**src/rtl/wiper_motor.sv**
```systemverilog
// rtl/wiper_motor.sv - wiper arm sweep motor: three-state sweep FSM with speed-selected step divider
module wiper_motor #(
  parameter int POS_MAX  = 7,
  parameter int LOW_DIV  = 4,
  parameter int HIGH_DIV = 2
) (
  input  logic       clk_2,
  input  logic       reset_n,
  input  logic [1:0] speed,
  output logic [3:0] arm_pos,
  output logic       motor_on,
  output logic       motor_dir,
  output logic       parked,
  output logic [7:0] sweep_count
);

  localparam int CW = 8;

  typedef enum logic [1:0] {PARKED, SWEEP_OUT, SWEEP_BACK} state_e;

  state_e        state_q, state_d;
  logic [CW-1:0] cnt_q, cnt_d;
  logic [3:0]    pos_q, pos_d;
  logic [7:0]    sweeps_q, sweeps_d;
  logic [CW-1:0] div_m1;
  logic          step;

  // A ">=" compare lets a mid-count switch to a shorter divisor step at once.
  assign div_m1 = speed[1] ? CW'(HIGH_DIV - 1) : CW'(LOW_DIV - 1);
  assign step   = (cnt_q >= div_m1);

  always_comb begin
    state_d  = state_q;
    cnt_d    = cnt_q;
    pos_d    = pos_q;
    sweeps_d = sweeps_q;
    case (state_q)
      PARKED: begin
        cnt_d = '0;
        if (speed != 2'd0) state_d = SWEEP_OUT;
      end
      SWEEP_OUT, SWEEP_BACK: begin
        if (!step) begin
          cnt_d = cnt_q + CW'(1);
        end else begin
          cnt_d = '0;
          if (state_q == SWEEP_OUT && speed != 2'd0) begin
            pos_d = pos_q + 4'd1;
            if (pos_d == 4'(POS_MAX)) state_d = SWEEP_BACK;
          end else if (state_q == SWEEP_OUT && pos_q == 4'd0) begin
            state_d = PARKED;
          end else begin
            // Early return from 1 lands at rest here too, so it counts as a completed return.
            pos_d = pos_q - 4'd1;
            if (pos_d == 4'd0) begin
              sweeps_d = sweeps_q + 8'd1;
              state_d  = (speed != 2'd0) ? SWEEP_OUT : PARKED;
            end else begin
              state_d = SWEEP_BACK;
            end
          end
        end
      end
      default: state_d = PARKED;
    endcase
  end

  always_ff @(posedge clk_2 or negedge reset_n) begin
    if (!reset_n) begin
      state_q  <= PARKED;
      cnt_q    <= '0;
      pos_q    <= '0;
      sweeps_q <= '0;
    end else begin
      state_q  <= state_d;
      cnt_q    <= cnt_d;
      pos_q    <= pos_d;
      sweeps_q <= sweeps_d;
    end
  end

  assign arm_pos     = pos_q;
  assign sweep_count = sweeps_q;
  assign motor_on    = (state_q != PARKED);
  assign motor_dir   = (state_q == SWEEP_OUT);
  assign parked      = (state_q == PARKED);

endmodule

```
**config.mk**
```make
export PLATFORM = sky130hd
export DESIGN_NAME = wiper_motor
export DESIGN_NICKNAME = d
export VERILOG_FILES = /design/src/rtl/wiper_motor.sv
export SDC_FILE = /design/constraint.sdc
export NUM_CORES = 1
export LEC_CHECK = 0
export ABC_AREA = 1
export BUFFER_PORTS_ARGS = -buffer_cell sky130_fd_sc_hd__buf_2
export CORE_AREA = 2 2 54 56
export DETAILED_ROUTE_END_ITERATION = 6
export DIE_AREA = 0 0 56 58
export PLACE_DENSITY_LB_ADDON = 0.05
export SYNTH_ARGS = -nofsm -noshare
export SYNTH_HDL_FRONTEND = slang
export SYNTH_SLANG_ARGS = --single-unit
```
**constraint.sdc**
```tcl
create_clock -name clk_2 -period 3.9 [get_ports clk_2]
set_clock_uncertainty 0.05 [all_clocks]
set_input_delay 0.975 -clock clk_2 [delete_from_list [all_inputs] [get_ports clk_2]]
set_output_delay 0.975 -clock clk_2 [all_outputs]
set_load 0.02 [all_outputs]
```
==> results of run 1 <==
==> final timing paths <==
path / end / cells past startpoint / slack (ns)
setup / recovery: motor_dir / 3 / 1.62
max in group asynchronous: cnt_q[4] / 1 / 2.89
hold / removal: cnt_q[5] / 2 / 0.43
min in group asynchronous: arm_pos[2] / 1 / 0.56
setup reg to reg: sweep_count[2] / 10 / 2.07
hold reg to reg: cnt_q[5] / 2 / 0.43
==> state kept, by name, summed over array words and instances (netlist names) <==
name / cells
arm_pos: 4
cnt_q: 8
state_q: 2
sweep_count: 8
==> where the power goes <==
part	leakage (nW)	total, W	switching, W	internal [W]
Combinational	0.582	0.000634	0.000412	0.000222
Sequential	0.294	0.000342	0.0000631	0.000279
Clock	0.0279	0.000178	0.0000738	0.000104
Total	0.904	0.00115	0.000549	0.000605
==> logic make-up (layout without fill, tap and decap cells) <==
logic type / after synthesis / after routing / synth area share [%]
buffers and inverters: 31 / 52 / 8.19
and+or+nand+nor: 93 / 93 / 31.9
adders and majority gates: 11 / 11 / 9.69
AOI/OAI and AO/OA: 11 / 11 / 5.20
muxes: 1 / 1 / 0.705
DFF: 22 / 22 / 38.8
xor gates and xnor gates: 9 / 9 / 5.55
==> per-layer routing <==
metal | global-route usage (%) | vias up | routed length (um)
met3 | 4.02 | 4 | 79
met4 | 6.12 | 0 | 27
met2 | 28.1 | 19 | 1200
met5 | 0 | - | 0
met1 | 23.8 | 507 | 1220
li1 | - | 589 | -
==> cells in the final DEF, fill, tap and decap left out, drive strengths merged <==
cell type,synthesis,layout
xor2,4,4
xnor2,5,5
mux2i,1,1
and2,2,2
nand2,55,55
inv,30,30
o21ai,10,10
nand3,14,14
and3,1,1
clkbuf,1,3
nor2,16,16
bufinv,0,1
dfrtp,22,22
nand3b,3,3
a21oi,1,1
ha,11,11
buf,0,18
nand4,2,2
==> critical path, delay by kind of cell, from the launching register on <==
family     cells  cell delay, ns
fa+ha+maj      1            0.24
buf+inv        2            0.28
flops          1            0.42
==> through the flow <==
step / util (%) / setup WS (ns) / hold WS [ns]
detailed placement: 58.0 / 1.54 / 0.401
floorplan: - / 1.78 / 0.383
global placement: 58.0 / 1.58 / 0.395
global route: 60.0 / 1.51 / 0.462
CTS: 60.0 / 1.61 / 0.432
finish: 60.0 / 1.62 / 0.427
==> cell type report <==
class                           count  area share, %
Inverter                           30           7.05
Clock inverter                      1           1.88
Clock buffer                        3           1.41
Multi-Input combinational cell    125           47.1
Tap cell                           31           2.43
Sequential cell                    22           34.5
Timing Repair Buffer               18           5.64
==> impl_metrics.toml, run 1 <==
[routing]
vias = 1119
final_antenna_net_count = 0
wire_per_inst_um = 11.0
drt-total-wl_um = 2530
first_pass_iters = 5
via_per_inst = 4.87
drc = 0
drt_iter0_markers = 23

[power]
cellLeakagePower_nw = 0.904
power_w = 0.00115
vdd_drop_max_v = 0.000480
p_per_area_nw_per_um2 = 722

[yosys]
syn_inst = 178
yosys_warnings = 0
ys_seq_area_share_pct = 38.8
syn_area_per_cell_um2 = 7.98
ys_ff_latch = 22
synth_ff_type = "dfrtp_1"
synthArstFlopShare_pct = 100
yosysMostFrequentCell = "nand2_1"
synth_top_cell_by_area = "dfrtp_1"
synth_area_um2 = 1420
synth_edf_count = 0
ys_types = 25
synth_top_cell_area_share_pct = 38.8
synth_common_cells = "nand2_1 (51), inv_1 (28), dfrtp_1 (22)"
yosys-top-cells-area = "dfrtp_1 (39%), nand2_1 (13%), ha_1 (9.7%)"
syn_nets = 193

[final_layout]
regArea_um2 = 551
syn2layout_area_growth_pct = 12.5
drive_gt1_share_pct = 18.1
instances_no_fill = 230
post-route-cell-area_um2 = 1600
multi_input_area_um2 = 753
diodes = 0
nets = 215
fill_cells = 237

[floorplan]
num_rows = 19
start_util_pct = 53.3
die_h_um = 58
fp.dieArea_um2 = 3250
core-area_um2 = 2660
die_w_um = 56
io_pins = 19

[clock_tree]
numCtsBuffers = 3
clock_latency_ns = 0.31
clock_sinks = 22
ctsHoldBuffers = 0
cts_tree = "built"
post-cts-setup-buffers = 0
clockRootBuffer = "clkbuf_4"
clk_pin_slew_ns = 0.13
cts-resized-gates = 0
cts_buffer_depth = 2
htree_levels = 1

[sta]
max_freq_ghz = 0.439
tightestPinTransition_ns = 0.523
rsz0062_at_grt = "false"
slew_headroom_pct = 65.1
finalHoldViolations = 0
setup-tns-final_ns = 0
period_share_pct = 58.4
fin_crit_ns = 2.28
finalSetupViolCount = 0
drv_slew = 0

[worst_setup_path]
worst_ep_required_time_ns = 2.87
critical_path.endpoint_type = "output pin"
path_cells = "inv_1, ha_1, buf_2"
startpoint_type = "flop"
crit_slowest_cell = "dfrtp_1"
worst_ep_arrival_time_ns = 1.25
crit_type = "reg2out"
max_stage_delay_ns = 0.42
r2r_start = "arm_pos[0]"
cp-startpoint = "state_q[1]"
crit_fanout = 3

[placed_design]
dp_hpwl_um = 1920
place_inst = 226
gp_congestion = 0.864
placed_area_um2 = 1550
portBuffers = 18

[global_routing]
grtUsageTotal_pct = 17.6
grt_max_degree = 23
grt_pass1_wl_um = 4450
antenna_found_initial = 0
grt_pass1_vias = 1043
grt_overflow = 0

[status]
status = "complete, no violations"

[flow_run]
drv_cap = 0

[worst_hold_path]
hold_class = "reg2reg"
min-delay-start = "cnt_q[5]"
No activity file was read; power rests on OpenSTA's default activity.
==> run 2: changes to the inputs <==
CORE_AREA = 2 2 56 58   (was 2 2 54 56)
DIE_AREA = 0 0 58 60   (was 0 0 56 58)
clock period = 1.9 ns   (was 3.9 ns; I/O delays follow)
==> impl_metrics.toml, run 2 (same netlist as run 1, synthesis figures left out) <==
[status]
status = "complete, no violations"

[global_routing]
grt_overflow = 0
grt_pass1_vias = 1037
grtUsageTotal_pct = 17.0
antenna_found_initial = 0
grt_max_degree = 23
grt_pass1_wl_um = 4480

[floorplan]
die_w_um = 58
num_rows = 20
io_pins = 19
start_util_pct = 48.9
core-area_um2 = 2900
die_h_um = 60
fp.dieArea_um2 = 3480

[sta]
period_share_pct = 94.1
max_freq_ghz = 0.559
fin_ws_ns = 0.112
setup-tns-final_ns = 0
rsz0062_at_grt = "false"
slew_headroom_pct = 66.1
drv_slew = 0
finalSetupViolCount = 0
fin_crit_ns = 1.79
fin_hold_ws_ns = 0.0451
tightestPinTransition_ns = 0.508
finalHoldViolations = 0

[final_layout]
nets = 216
syn2layout_area_growth_pct = 13.3
fill_cells = 287
diodes = 0
final_common_cell = "nand2_1"
post-route-util_pct = 55.4
layout_common_cells = "nand2_1 (51), inv_1 (27), dfrtp_1 (21)"
drive_gt1_share_pct = 19.5

[routing]
wire_per_inst_um = 11.1
final_antenna_net_count = 0
drt-total-wl_um = 2580
first_pass_iters = 4
drc = 0
vias = 1102
drt_iter0_markers = 39
via_per_inst = 4.73

[worst_setup_path]
crit_fanout = 3
crit_slowest_cell = "dfrtp_1"
max_stage_delay_ns = 0.42
worst_ep_required_time_ns = 1.37
rrSetupSlack_ns = 0.18
crit_type = "reg2out"
path_cells = "inv_1, ha_1, buf_2"
worst_ep_arrival_time_ns = 1.26
critical_path.endpoint_type = "output pin"
startpoint_type = "flop"

[placed_design]
gp_congestion = 0.783
preCtsSetupSlack_ns = 0.0458
dp_hpwl_um = 1960
portBuffers = 18

[clock_tree]
post-cts-setup-buffers = 0
clock_sinks = 22
clk_pin_slew_ns = 0.13
ctsHoldBuffers = 0
htree_levels = 1
cts-resized-gates = 0
cts_buffer_depth = 2
clock_latency_ns = 0.32
numCtsBuffers = 3
clockRootBuffer = "clkbuf_4"
cts_tree = "built"

[power]
vdd_drop_max_v = 0.00120
cellLeakagePower_nw = 0.907
p_sw_w = 0.00113
p_per_area_nw_per_um2 = 1490
switching_share_pct = 47.3
pwr-share-comb_pct = 55.8
seqPwrFrac_pct = 28.8
power.internal_w = 0.00126
power_w = 0.00239
power_frac_clock_pct = 15.4

[worst_hold_path]
hold_class = "in2async"

[flow_run]
drv_cap = 0
-- run 2: critical path, delay by kind of cell, from the launching register on --
family,cells,cell delay (ns)
buffers and inverters,2,0.28
adders and majority gates,1,0.24
DFF,1,0.42
-- run 2: metrics by stage --
stage	std cells	cell area [um2]
2_1_floorplan	178	1420
3_3_place_gp	229	1560
3_5_place_dp	229	1560
4_1_cts	233	1610
5_1_grt	233	1610
6_report	233	1610
-- run 2: worst paths after layout --
kind,start,end,cells past startpoint
max in group asynchronous,reset_n,arm_pos[1],1
worst min register to register,cnt_q[4],cnt_q[4],2
worst min-delay path,reset_n,arm_pos[2],1
min in group clk_2,cnt_q[4],cnt_q[4],2
worst max-delay path,state_q[1],motor_dir,3
worst max register to register,arm_pos[1],sweep_count[6],10
-- run 2: area by class of cell --
| type | instances | area (um2) | share of cell area, % |
|---|---|---|---|
| clock buffer | 3 | 22.5 | 1.40 |
| multi-input combinational | 125 | 753 | 46.8 |
| sequential | 22 | 552 | 34.3 |
| inverter | 30 | 113 | 7.00 |
| clock inverter | 1 | 30.0 | 1.87 |
| tap | 33 | 41.3 | 2.57 |
| timing repair buffer | 19 | 97.6 | 6.07 |
-- run 2: metal layers --
metal / vias to the layer above / global-route usage (%) / part of all wire [%]
met5: - / 0 / 0
met4: 0 / 7.97 / 1.7
met3: 5 / 1.95 / 2.8
met2: 20 / 28.4 / 46
met1: 486 / 21.9 / 49
li1: 591 / - / -
-- run 2: power by group through the flow --
stage	combinational (W)	clock (W)	sequential, W
floorplan	0.000957	0	0.000766
global placement	0.00132	0	0.000688
detailed placement	0.00134	0	0.000696
CTS	0.00135	0.000382	0.000687
global route	0.00151	0.000394	0.000708
finish	0.00133	0.000368	0.000689
